<file path="src/rtl/ysyx_24090018_sb_regfile.sv">
// Scoreboarded register file: NREG x DATA_WIDTH registers with a pending (busy) bit
// per register, combinational read ports with optional write-to-read forwarding.
module ysyx_24090018_sb_regfile #(
  parameter int REG_ADDR_WIDTH = 4,
  parameter int DATA_WIDTH     = 32,
  parameter int NREAD          = 2,
  parameter int BYPASS         = 1
) (
  input  logic                             clk,
  input  logic                             rst,
  input  logic                             wen_i,
  input  logic [REG_ADDR_WIDTH-1:0]        waddr_i,
  input  logic [DATA_WIDTH-1:0]            wdata_i,
  input  logic                             alloc_i,
  input  logic [REG_ADDR_WIDTH-1:0]        alloc_addr_i,
  input  logic                             flush_i,
  input  logic [NREAD*REG_ADDR_WIDTH-1:0]  raddr_i,
  output logic [NREAD*DATA_WIDTH-1:0]      rdata_o,
  output logic [NREAD-1:0]                 rbusy_o,
  output logic [REG_ADDR_WIDTH:0]          pending_cnt_o,
  output logic                             any_busy_o
);

  localparam int NREG  = 2 ** REG_ADDR_WIDTH;
  localparam int CNT_W = REG_ADDR_WIDTH + 1;
  localparam bit BYP   = (BYPASS != 0);

  // Handshake: wen_i/alloc_i/flush_i are single-cycle qualifiers with no back-pressure;
  // each is consumed at the rising edge where it is high. Address 0 is never a target.
  logic [DATA_WIDTH-1:0] regs [NREG];
  logic [NREG-1:0]       busy;
  logic [NREG-1:0]       busy_next;
  logic [CNT_W-1:0]      cnt;
  logic [CNT_W-1:0]      cnt_next;

  logic wr_ok;
  logic al_ok;

  assign wr_ok = wen_i && (waddr_i != '0);
  assign al_ok = alloc_i && (alloc_addr_i != '0);

  // Writeback clears first so a same-address alloc wins; flush overrides allocs only.
  always_comb begin
    busy_next = busy;
    if (wr_ok) begin
      busy_next[waddr_i] = 1'b0;
    end
    if (flush_i) begin
      busy_next = '0;
    end else if (al_ok) begin
      busy_next[alloc_addr_i] = 1'b1;
    end
    busy_next[0] = 1'b0;
  end

  // The counter tracks the popcount of the next busy vector so it lands on the same edge.
  always_comb begin
    cnt_next = '0;
    for (int i = 0; i < NREG; i++) begin
      cnt_next = cnt_next + CNT_W'(busy_next[i]);
    end
  end

  always_ff @(posedge clk) begin
    if (rst) begin
      busy <= '0;
      cnt  <= '0;
    end else begin
      busy <= busy_next;
      cnt  <= cnt_next;
    end
  end

  always_ff @(posedge clk) begin
    if (rst) begin
      for (int i = 0; i < NREG; i++) begin
        regs[i] <= '0;
      end
    end else if (wr_ok) begin
      regs[waddr_i] <= wdata_i;
    end
  end

  assign pending_cnt_o = cnt;
  assign any_busy_o    = (cnt != '0);

  for (genvar k = 0; k < NREAD; k++) begin : g_rd
    logic [REG_ADDR_WIDTH-1:0] ra;
    logic [DATA_WIDTH-1:0]     rd;
    logic                      rb;

    assign ra = raddr_i[k*REG_ADDR_WIDTH +: REG_ADDR_WIDTH];

    always_comb begin
      rd = regs[ra];
      rb = busy[ra];
      if (ra == '0) begin
        rd = '0;
        rb = 1'b0;
      end else if (BYP && wr_ok && (waddr_i == ra)) begin
        rd = wdata_i;
        rb = 1'b0;
      end
    end

    assign rdata_o[k*DATA_WIDTH +: DATA_WIDTH] = rd;
    assign rbusy_o[k]                          = rb;
  end

endmodule

</file>
<file path="config.mk">
export PLATFORM = sky130hd
export DESIGN_NAME = ysyx_24090018_sb_regfile
export DESIGN_NICKNAME = d
export VERILOG_FILES = /design/src/rtl/ysyx_24090018_sb_regfile.sv
export SDC_FILE = /design/constraint.sdc
export NUM_CORES = 1
export LEC_CHECK = 0
export ABC_CLOCK_PERIOD_IN_PS = 11900
export CORE_ASPECT_RATIO = 0.9
export CORE_MARGIN = 2
export CORE_UTILIZATION = 45
export CTS_BUF_LIST = sky130_fd_sc_hd__clkbuf_8 sky130_fd_sc_hd__clkbuf_16
export DETAILED_ROUTE_END_ITERATION = 8
export RECOVER_POWER = 100
export SLEW_MARGIN = 40
export SYNTH_ARGS = -nofsm -noshare
export SYNTH_HDL_FRONTEND = slang
export SYNTH_SLANG_ARGS = --single-unit
</file>
<file path="constraint.sdc">
create_clock -name clk -period 11.9 [get_ports clk]
set_input_delay 3.57 -clock clk [delete_from_list [all_inputs] [get_ports clk]]
set_output_delay 3.57 -clock clk [all_outputs]
set_load 0.01 [all_outputs]
</file>
==> summary.txt <==
Status
  • Status: complete, but fails checks
  • Failing checks: max-capacitance violations, max-slew violations

Timing
  • Final Skew: 7.554 ps
  • Setup TNS Final: 0 ps
  • Tmin final: 10,660 ps
  • Slew @ Worst Pin: 3497 ps
  • Final setup fails: 0
  • Max-slew violations: 1,008
  • Final cycle utilization of the critical path: 89.55%
  • Setup repair after global routing missed its margin: false
  • Fin. Hold Viols: 0
  • Max Clk Rate: 93.84 MHz
  • Headroom to the max-slew limit: -133.2%

Global routing
  • Vias in the first global route: 18,870
  • First-pass GRT wire length: 129,800 um
  • Initial antenna violation count: 7
  • Tot GR Track Use: 27.12%
  • Grt ovf: 0
  • Largest net degree at the start of global routing: 113

Synth
  • Syn_area_per_cell: 14.93 um^2
  • Most frequent cell after synthesis: edfxtp_1
  • YS warnings: 0
  • Top post-synthesis cells by area: edfxtp_1 (53%), mux4_2 (21%), and2_1 (10%)
  • Synthesized flop and latch total: 531
  • Synth Cell Area: 28,900 um^2
  • Post-synth top area share: 53.20%
  • Synth cell count leaders: edfxtp_1 (512), and2_1 (483), mux4_2 (264)
  • Mapped Cells: 1,935
  • Post-synthesis sequential area ratio: 54.52%
  • Number of synthesized flops with an enable pin: 512
  • Ys async rst share: 0%
  • Yosys top cell by area: edfxtp_1
  • Yosys cell types: 44
  • Ys flop type: edfxtp_1

Pwr
  • Pint: 3.413 mW
  • Comb power frac: 13.5%
  • Leak: 11.02 nW
  • Clk pwr share: 37.6%
  • Worst VDD drop: 0.1034 mV
  • Sw frac: 24.95%
  • Sw power: 1.135 mW
  • Total chip power: 4.548 mW
  • Power Density: 139.5 nW/um^2
  • Sequential power share: 48.9%

Drt
  • DR WL/cell: 30.77 um
  • Final WL: 89,300 um
  • Remaining DRCs: 0
  • Antenna-violating nets left: 0
  • Via count: 18,070
  • Iteration-0 DRC Markers: 1,912
  • Vias per cell: 6.226
  • TritonRoute pass-1 iters: 5

Floorplan
  • Die area: 66,270 um^2
  • Initial Util: 45.25%
  • Chip Width: 271.1 um
  • Core Footprint: 63,860 um^2
  • # rows: 88
  • Chip height: 244.4 um
  • I/O pin cnt: 125

Final layout
  • Post-Layout Cell Count: 2,902
  • Fin nets: 2,067
  • Area growth syn-to-layout: 12.84%
  • Ratio of cells with drive above 1 in the final layout: 18.87%
  • Layout fillers: 5,353

Worst setup path
  • Worst r2r src: busy[8]$_SDFF_PP0_
  • CP Capture Type: output pin
  • CP Cell Sequence: dlygate4sd3_1 > xor2_1 > nor4_1 > and2_2 > a32o_1 > dlygate4sd3_1
  • CP bufs+invs: 2
  • Worst setup SP type: primary input
  • CP arrival: 7090 ps
  • Cell mode on critical path: dlygate4sd3_1
  • Critical Path Fanout Max: 33
  • Worst Path Required: 8330 ps
  • Cell family contributing the most delay on the critical path: simple AND/OR/NAND/NOR gates
  • Kind of critical path: in -> out
  • Worst path slowest cell: and2_2
  • CP max stage delay: 1080 ps
  • CP startpoint: waddr_i[0]

Clocking
  • Clk_lat worst skew: 630 ps
  • Clk root buf: clkbuf_16
  • Post-CTS setup buffers: 0
  • Cts hold-fix bufs: 0
  • PostCTS Resize Cnt: 0
  • CTS tree: done
  • Clock Path Buffers: 3
  • Clock slew seen by the registers of the worst setup and hold paths: 60 ps
  • Clk sink count: 531
  • CTS H-tree lvls: 2
  • Num CTS Buffers: 58

Placed design
  • DPL Wire Length: 48,180 um
  • IO Port Bufs: 123
  • GPL Wtd Cong: 0.7931
  • Placed Cells: 2,797

Min path
  • HP Class: reg -> reg
  • Hold_sp: busy[11]$_SDFF_PP0_

Run
  • Max-Cap Viols: 35
==> metal layers <==
layer / routed length [um] / global-route usage [%] / up-vias
li1: - / - / 7549
met1: 34740 / 35.42 / 9459
met3: 6826 / 4.399 / 189
met4: 3224 / 10.25 / 0
met2: 44510 / 45.81 / 870
met5: 0 / 0 / -
==> through the flow <==
stage | utilization, % | instance area [um^2] | hold WS, ps | worst slack [ps]
2_1_floorplan | - | 29020 | 491.5 | 3230
3_3_place_gp | 48.51 | 30980 | 551.2 | 1327
3_5_place_dp | 48.57 | 31020 | 553.6 | 1488
4_1_cts | 51.33 | 32780 | 567.7 | 1503
5_1_grt | 51.06 | 32610 | 588.3 | 1009
6_report | 51.06 | 32610 | 562.4 | 1244
==> final cells by class <==
cell class,instances,area (um^2),area share (%)
diodes,1,2.502,0.007674
clock buffers,59,1476,4.528
clock inverters,45,289.0,0.8863
inverters,8,30.03,0.09208
multi-input cells,1231,12440,38.15
flip-flops and latches,531,15760,48.31
well taps,855,1070,3.281
repair buffers,172,1546,4.742
==> registers in the layout (all words and copies together) (netlist names) <==
register / flops
pending_cnt_o: 4
regs: 512
busy: 15
==> tightest hold or removal path: stages, from the launching register on <==
cell and delay (ps):
dfxtp_1 350, a32oi_1 80, nor2_1 90
==> power groups by stage <==
stage	logic, mW	clock network (mW)	registers, mW
6_report	0.615	1.71	2.22
5_1_grt	0.652	1.79	2.23
4_1_cts	0.637	1.72	2.22
3_5_place_dp	0.635	0	2.25
3_3_place_gp	0.630	0	2.25
2_1_floorplan	0.395	0	2.23
==> cells in the final DEF, fill, tap and decap left out, types with 10 or more instances in the layout <==
cell type          n
a211o_1           32
a22o_1            32
a22oi_1           68
a32o_1            32
and2_0           252
and2_1           229
buf_4             15
clkbuf_1          31
clkbuf_16         59
clkdlybuf4s50_1   51
clkinv_1          17
conb_1            33
dfxtp_1           19
dlygate4sd3_1     65
edfxtp_1         512
fa_1              10
inv_1             23
mux2i_1           36
mux4_2           264
nand2_1           80
nor2_1            21
nor2b_1           43
==> cell families (layout without fill, tap and decap cells) <==
| family | after synthesis | in the layout | synth area share, % |
|---|---|---|---|
| adders and majority gates | 12 | 12 | 0.7793 |
| AOI/OAI and AO/OA | 193 | 193 | 5.494 |
| buffers and inverters | 205 | 284 | 3.252 |
| and+or+nand+nor | 684 | 684 | 13.85 |
| muxes | 300 | 300 | 21.82 |
| DFF | 531 | 531 | 54.52 |
| other | 1 | 34 | 0.01298 |
| xor gates and xnor gates | 9 | 9 | 0.2727 |
==> path summary, 6_finish.rpt <==
kind	endpoint	slack, ps	depth (start not counted)
worst max-delay path	rdata_o[20]	1240	6
worst min-delay path	busy[11]$_SDFF_PP0_	560	2
worst max register to register	pending_cnt_o[2]$_SDFF_PP0_	8010	12
worst min register to register	busy[11]$_SDFF_PP0_	560	2
(Power assumes the default switching activity.)
